==> src/rtl/scc68070_irq_ctrl.sv <==
// rtl/scc68070_irq_ctrl.sv - SCC68070 interrupt arbiter, IPL driver and IACK vector generator
//
// Ports:
//   clk, rst_n             clock, synchronous active-low reset
//   ext_in2/4/5            external level-sensitive requests at fixed levels 2/4/5
//   onchip_pend[5:0]       on-chip requests: INT1, INT2, timer, UART RX, UART TX, I2C
//   onchip_lvl[17:0]       3-bit level per on-chip source, 0 disables it
//   iack, iack_lvl[2:0]    CPU acknowledge cycle and the level being acknowledged
//   ipl[2:0]               registered requested level to the core
//   vector[7:0]            acknowledge vector, valid while vector_valid=1
//   vector_valid           IACK read enable
//   autovector             latched winner is external
//   ack_src[5:0]           one-cycle clear pulse for the acknowledged on-chip source
module scc68070_irq_ctrl #(
    parameter logic [7:0] ONCHIP_BASE  = 8'd56,
    parameter logic [7:0] AUTO_BASE    = 8'd24,
    parameter logic [7:0] SPURIOUS_VEC = 8'd24
) (
    input  logic        clk,
    input  logic        rst_n,
    input  logic        ext_in2,
    input  logic        ext_in4,
    input  logic        ext_in5,
    input  logic [5:0]  onchip_pend,
    input  logic [17:0] onchip_lvl,
    input  logic        iack,
    input  logic [2:0]  iack_lvl,
    output logic [2:0]  ipl,
    output logic [7:0]  vector,
    output logic        vector_valid,
    output logic        autovector,
    output logic [5:0]  ack_src
);
    localparam logic [1:0] S_IDLE    = 2'd0;
    localparam logic [1:0] S_PRESENT = 2'd1;
    localparam logic [1:0] S_ACK     = 2'd2;
    localparam logic [1:0] S_RELEASE = 2'd3;

    logic [1:0] state_q, state_d;
    logic [2:0] ipl_q, ipl_d;
    logic [7:0] vector_q, vector_d;
    logic       vector_valid_q, vector_valid_d;
    logic       autovector_q, autovector_d;
    logic [5:0] ack_src_q, ack_src_d;
    logic [2:0] lat_lvl_q, lat_lvl_d;
    logic [2:0] lat_src_q, lat_src_d;
    logic       lat_ext_q, lat_ext_d;

    logic [2:0] cand_lvl;
    logic [2:0] cand_src;
    logic       cand_ext;
    logic [2:0] src_lvl;

    // Externals are seeded first; an on-chip source takes over on a strictly
    // higher level, or on an equal level held by an external. Ascending scan
    // with strict compare leaves the lowest-index on-chip source on ties.
    always_comb begin
        cand_lvl = 3'd0;
        cand_src = 3'd0;
        cand_ext = 1'b0;
        src_lvl  = 3'd0;
        if (ext_in2) begin
            cand_lvl = 3'd2;
            cand_ext = 1'b1;
        end
        if (ext_in4) begin
            cand_lvl = 3'd4;
            cand_ext = 1'b1;
        end
        if (ext_in5) begin
            cand_lvl = 3'd5;
            cand_ext = 1'b1;
        end
        for (int i = 0; i < 6; i++) begin
            src_lvl = onchip_lvl[3*i +: 3];
            if (onchip_pend[i] && (src_lvl != 3'd0) &&
                ((src_lvl > cand_lvl) || ((src_lvl == cand_lvl) && cand_ext))) begin
                cand_lvl = src_lvl;
                cand_src = 3'(i);
                cand_ext = 1'b0;
            end
        end
    end

    always_comb begin
        state_d        = state_q;
        ipl_d          = ipl_q;
        vector_d       = vector_q;
        vector_valid_d = vector_valid_q;
        autovector_d   = autovector_q;
        ack_src_d      = 6'd0;
        lat_lvl_d      = lat_lvl_q;
        lat_src_d      = lat_src_q;
        lat_ext_d      = lat_ext_q;
        case (state_q)
            S_IDLE: begin
                if (iack) begin
                    // Acknowledge with nothing presented is answered as spurious.
                    state_d        = S_ACK;
                    vector_d       = SPURIOUS_VEC;
                    autovector_d   = 1'b0;
                    vector_valid_d = 1'b1;
                end else if (cand_lvl != 3'd0) begin
                    state_d   = S_PRESENT;
                    ipl_d     = cand_lvl;
                    lat_lvl_d = cand_lvl;
                    lat_src_d = cand_src;
                    lat_ext_d = cand_ext;
                end
            end
            S_PRESENT: begin
                if (iack) begin
                    // The latch from the previous cycle is what gets acknowledged.
                    state_d        = S_ACK;
                    vector_valid_d = 1'b1;
                    if (iack_lvl == lat_lvl_q) begin
                        vector_d     = (lat_ext_q ? AUTO_BASE : ONCHIP_BASE) + {5'd0, lat_lvl_q};
                        autovector_d = lat_ext_q;
                        ack_src_d    = lat_ext_q ? 6'd0 : (6'd1 << lat_src_q);
                    end else begin
                        vector_d     = SPURIOUS_VEC;
                        autovector_d = 1'b0;
                    end
                end else if (cand_lvl != 3'd0) begin
                    ipl_d     = cand_lvl;
                    lat_lvl_d = cand_lvl;
                    lat_src_d = cand_src;
                    lat_ext_d = cand_ext;
                end else begin
                    state_d = S_IDLE;
                    ipl_d   = 3'd0;
                end
            end
            S_ACK: begin
                if (!iack) begin
                    state_d        = S_RELEASE;
                    ipl_d          = 3'd0;
                    vector_d       = 8'd0;
                    vector_valid_d = 1'b0;
                    autovector_d   = 1'b0;
                end
            end
            default: begin
                state_d = S_IDLE;
                ipl_d   = 3'd0;
            end
        endcase
    end

    always_ff @(posedge clk) begin
        if (!rst_n) begin
            state_q        <= S_IDLE;
            ipl_q          <= 3'd0;
            vector_q       <= 8'd0;
            vector_valid_q <= 1'b0;
            autovector_q   <= 1'b0;
            ack_src_q      <= 6'd0;
            lat_lvl_q      <= 3'd0;
            lat_src_q      <= 3'd0;
            lat_ext_q      <= 1'b0;
        end else begin
            state_q        <= state_d;
            ipl_q          <= ipl_d;
            vector_q       <= vector_d;
            vector_valid_q <= vector_valid_d;
            autovector_q   <= autovector_d;
            ack_src_q      <= ack_src_d;
            lat_lvl_q      <= lat_lvl_d;
            lat_src_q      <= lat_src_d;
            lat_ext_q      <= lat_ext_d;
        end
    end

    assign ipl          = ipl_q;
    assign vector       = vector_q;
    assign vector_valid = vector_valid_q;
    assign autovector   = autovector_q;
    assign ack_src      = ack_src_q;
endmodule

==> config.mk <==
export PLATFORM = sky130hd
export DESIGN_NAME = scc68070_irq_ctrl
export DESIGN_NICKNAME = d
export VERILOG_FILES = /design/src/rtl/scc68070_irq_ctrl.sv
export SDC_FILE = /design/constraint.sdc
export NUM_CORES = 1
export LEC_CHECK = 0
export CAP_MARGIN = 0
export CORE_UTILIZATION = 57
export CTS_BUF_LIST = sky130_fd_sc_hd__clkbuf_4 sky130_fd_sc_hd__clkbuf_8
export CTS_CLUSTER_SIZE = 24
export DETAILED_ROUTE_END_ITERATION = 8
export GPL_TIMING_DRIVEN = 0
export PLACE_DENSITY = 0.95
export RECOVER_POWER = 25
export SLEW_MARGIN = 20
export SYNTH_ARGS = -nofsm -noshare
export SYNTH_HDL_FRONTEND = slang
export SYNTH_SLANG_ARGS = --single-unit
==> constraint.sdc <==
create_clock -name clk -period 29.7 [get_ports clk]
set_input_delay 4.455 -clock clk [delete_from_list [all_inputs] [get_ports clk]]
set_output_delay 4.455 -clock clk [all_outputs]
set_load 0.03 [all_outputs]
; ---- Yosys cells after proc, flatten, opt, wreduce, memory -nomap -nowiden
; Cells that the tools add are included.
[totals]
ff_bits = 28
inputBits = 33
out_inout_bits = 19
wordCells = 128
[classes]
addsub = 1
n_lt_le_gt_ge = 6
n_eq_ne = 18
shift = 1
n_mux = 48
bitwise_logic = 4
n_reduce_logical = 41
[op_table]
columns = op, n
row1 = 3-bit 2-to-1 mux, 17
row2 = 8-bit 2-to-1 mux, 3
row3 = 8-bit one-hot mux with 3 select lines, 1
row4 = 3-bit nonzero test, 8
row5 = 3-bit equality test, 7
row6 = 3-bit greater-than comparator, 6
row7 = 1-bit logical AND, 18
row8 = 1-bit 2-to-1 mux, 15
row9 = 2-bit 2-to-1 mux, 6
row10 = 2-bit != test (second input constant), 6
row11 = 3-bit one-hot mux with 3 select lines, 1
row12 = 3-bit AND reduction, 3
row13 = 4-bit AND reduction, 2
row14 = 6-bit by 3-bit adder with 7-bit output, 1
row15 = 7-bit 2-to-1 mux, 1
row16 = 1-bit logical OR, 6
row17 = 6-bit 2-to-1 mux, 1
row18 = 3-bit != test (second input constant), 2
row19 = 2-bit one-hot mux with 3 select lines, 1
row20 = 1-bit by 3-bit left shift with 6-bit output (first input constant), 1
row21 = 5-bit OR reduction, 1
row22 = 1-bit NOT, 4
row23 = 1-bit one-hot mux with 3 select lines, 1
row24 = 2-bit by 1-bit equality test with 1-bit output (second input constant), 1
row25 = other kinds (6), 6

; ---- Depth between registers and ports, before layout
[depth]
ltp_word = 37
depth_mapped = 49
ltp_nobuf = 49

; ---- Worst setup path after synthesis
; Ideal clock, no wire load.
[synth_timing]
path_type = input-to-reg
startpoint = input port ext_in5
endpoint = register state_q[0]
setup_time_ns = 0.072
arrival_time_ns = 14.011
t_required_ns = 29.628
path_slack_ns = 15.617
cell_stages = 49
path_buffers = 0
path_cell_list = or3b_4 -> ha_1 -> nand2_1 -> o21ai_1 -> and2_2 -> o21ai_0 -> mux2_2 -> ha_1 -> nand2b_1 -> o211a_1 -> a31oi_1 -> nor3b_2 -> nor2_1 -> o31ai_1 -> mux2i_1 -> inv_1 -> ha_1 -> and3_1 -> (+13 left out) -> ha_1 -> nand2b_1 -> a21oi_1 -> a21oi_1 -> mux2_4 -> nand2_1 -> o21ai_0 -> ha_1 -> nand2b_1 -> a21o_1 -> a21o_1 -> o311ai_0 -> a21oi_1 -> o31ai_1 -> nand2_1 -> a21bo_2 -> a211oi_2 -> mux2i_1
[synth_via]
elab_chain_len = 34
elab_cells_between_ends = 47
classes_between = order compare (6) / eq/ne (8) / mux (13) / reduce/logical (20)
[synth_rtl]
columns = item, line_no
row1 = start: declaration, 23  ; input logic ext_in5,
row2 = "parallel branches: the longest is 30 deep, another holds 3-bit greater-than comparator", -
row3 = 3-bit 2-to-1 mux *, 76  ; if (onchip_pend[i] && (src_lvl != 3'd0) &&
row4 = 3-bit nonzero test *, "103, 124"
row5 = 3-bit != test (no source line), -
row6 = 3-bit AND reduction (no source line) *, -
row7 = end signal: assignment, 162  ; state_q <= state_d;
row8 = end: declaration, 39  ; logic [1:0] state_q, state_d;
; Mark *: on every way between the ends.
; A chain may end at the register's enable or synchronous reset.

; ---- Final worst setup path
; Ends and elaborated chain as after synthesis.

==> flow_metrics.env <==
export IMPL_synth_area_leaders="dfxtp_1 (21%), ha_1 (9.5%), a21oi_1 (5.1%)"
export IMPL_crit_fanout=6
export IMPL_tritoncts="done"
export IMPL_wl_mm=5.679
export IMPL_cts_root_buf="clkbuf_8"
export IMPL_synth_edff_count=0
export IMPL_avgSynthCellArea_um2=7.996
export IMPL_htree_levels=1
export IMPL_gp_congestion=0.9086
export IMPL_drive_gt1_share_pct=11.46
export IMPL_ys_seq_area_share_pct=21.07
export IMPL_hold_path_depth=2
export IMPL_crit_top_cell="ha_1"
export IMPL_final_nets=401
export IMPL_path_depth=49
export IMPL_peakVddDrop_v=0.00005541
export IMPL_clkLatencyLatePin_ps=280
export IMPL_maxCapViolCount=0
export IMPL_timing_worst_setup_path_type="in -> reg"
export IMPL_cts_sinks=25
export IMPL_cp_end_kind="register"
export IMPL_io_pins=52
export IMPL_grt_ovfl_total=0
export IMPL_grt_max_degree=16
export IMPL_grt_use_total_pct=27.19
export IMPL_rows=23
export IMPL_chipHeight_um=66.55
export IMPL_async_reset_ff_share_pct=0
export IMPL_dieWidth_um=66.55
export IMPL_dp_hpwl_mm=4.569
export IMPL_synthFlopType="dfxtp_1"
export IMPL_period_share_pct=53.34
export IMPL_layout_commonest_cell="clkdlybuf4s50_1"
export IMPL_syn_to_final_growth_pct=24.66
export IMPL_synth_cell_type_count=69
export IMPL_placedCellCount=395
export IMPL_slew_headroom_pct=47.84
export IMPL_power_total_mw=0.1852
export IMPL_vias=2453
export IMPL_grt_pass1_vias=2300
export IMPL_setup_viol_count_final=0
export IMPL_final_cell_count_no_fill=399
export IMPL_diodes=0
export IMPL_clkTransAtPathRegs_ps=90
export IMPL_cts_buffers_inserted=3
export IMPL_firstDrtPassIters=6
export IMPL_fin_crit_ps=15840
export IMPL_max_stage_delay_ps=470
export IMPL_slew_violations=0
export IMPL_reg2regPathDepth=7
export IMPL_routed_via_density=6.148
export IMPL_final_cell_area_mm2=0.002960
export IMPL_ant_nets=0
export IMPL_start_util_pct=59.37
export IMPL_design_die_area_mm2=0.004428
export IMPL_post_cts_repair_setup_buffers=0
export IMPL_timing_setup_tns_ps=0
export IMPL_rsz0062_at_grt="no"
export IMPL_critical_path_top_delay_family="compound AO/OA/AOI/OAI gates"
export IMPL_required_ps=29910
export IMPL_yosys_warnings=0
export IMPL_netlist_instances=297
export IMPL_drt_iter0_markers=166
export IMPL_portBuffers=47
export IMPL_cp_arrival_ps=16050
export IMPL_clock_skew_ps=6.858
export IMPL_ys_ff_latch=25
export IMPL_worst_setup_path_start_kind="primary input"
export IMPL_drt_wirelength_per_cell_um=14.23
export IMPL_synth_top_area_share_pct=21.07
export IMPL_power_density_mw_per_mm2=62.57
export IMPL_drc_errors=0
export IMPL_grt_pass1_wl_mm=9.715
export IMPL_final_cell_mix="clkdlybuf4s50_1 (38), nand2_1 (26), dfxtp_1 (25)"
export IMPL_crit_slowest_cell="clkdlybuf4s50_1"
export IMPL_place_area_mm2=0.002912
export IMPL_leakagePower_nw=1.218
export IMPL_antenna_found_initial=0
export IMPL_ctsLongestPathBuffers=2
export IMPL_cts_hold_buf=0
export IMPL_hold_class="reg -> reg"
export IMPL_outcome="completed"
export IMPL_hold_violations=0
export IMPL_fmax_mhz=63.12
export IMPL_worst_slew_pin_slew_ps=775.8
export IMPL_syn_area_mm2=0.002375
export IMPL_synth_top_area_cell="dfxtp_1"
export IMPL_core_mm2=0.004000
export IMPL_cts_resized=0
export IMPL_critPathBufInv=2
sequential cells by signal, indices dropped and copies added (netlist names):
signal        cells
ack_src           6
autovector        1
ipl               3
lat_ext_q         1
lat_lvl_q         3
lat_src_q         3
state_q           2
vector            5
vector_valid      1
per-stage QoR:
| stage | hold WS, ps | util, % | setup slack, ps |
|---|---|---|---|
| finish | 461.8 | 74.01 | 13860 |
| global route | 500.2 | 74.01 | 12930 |
| CTS | 458.5 | 74.01 | 13970 |
| detailed placement | 445.7 | 72.79 | 13720 |
| global placement | 444.1 | 72.79 | 14030 |
| floorplan | 448.2 | - | 15620 |
synth_stat cells, drive strengths merged, types with 4 or more instances:
cell type and n:
a211oi 5, a21o 4, a21oi 25, a22oi 4, and3 6, clkbuf 4
dfxtp 25, ha 18, inv 21, mux2 9, mux2i 6, nand2 26
nand2b 7, nand3 11, nor2 24, nor2b 4, nor3 8, nor3b 5
o21a 4, o21ai 19, xor2 4
routing by layer:
layer | vias up | part of all wire, % | track usage, %
li1 | 1200 | - | -
met2 | 76 | 51 | 49.62
met5 | - | 0 | 0
met1 | 1173 | 44 | 33.16
met4 | 0 | 0.48 | 5.319
met3 | 4 | 4.8 | 4.281
path summary, 6_finish.rpt:
path / startpoint / endpoint / slack (ps)
worst min register to register: autovector / autovector / 460
worst min-delay path: autovector / autovector / 460
worst max-delay path: ext_in5 / state_q[0] / 13860
worst max register to register: state_q[1] / vector[1] / 27540
kinds of logic (layout without fill, tap and decap cells):
group | after synthesis | after routing | synth area share [%]
simple gates | 106 | 106 | 23.18
mux | 15 | 15 | 7.113
other cells | 1 | 2 | 0.1579
xor+xnor | 7 | 7 | 2.582
buf+inv | 28 | 79 | 4.900
fa+ha+maj | 19 | 19 | 9.905
compound gates | 96 | 96 | 31.09
flops | 25 | 25 | 21.07
worst min-delay path, cell delays in order, from the launching register on:
cell and delay [ps]:
dfxtp_1 320, nand2_1 50, a21oi_1 50
report_power, final:
group	leakage, nW	internal [mW]	switching [mW]
Clock	0.0217	0.00954	0.0115
Sequential	0.204	0.0404	0.00696
Combinational	0.993	0.0505	0.0664
cell type report:
cell class                 instances  area (µm²)
buffer                             7       37.54
fill                             313        1040
clock buffer                       3       41.29
clock inverter                     1       7.507
timing repair buffer              47       470.5
tap                               50       62.56
inverter                          21       78.83
multi-input combinational        245        1762
sequential                        25       500.5
No activity file was read; power rests on OpenSTA's default activity.
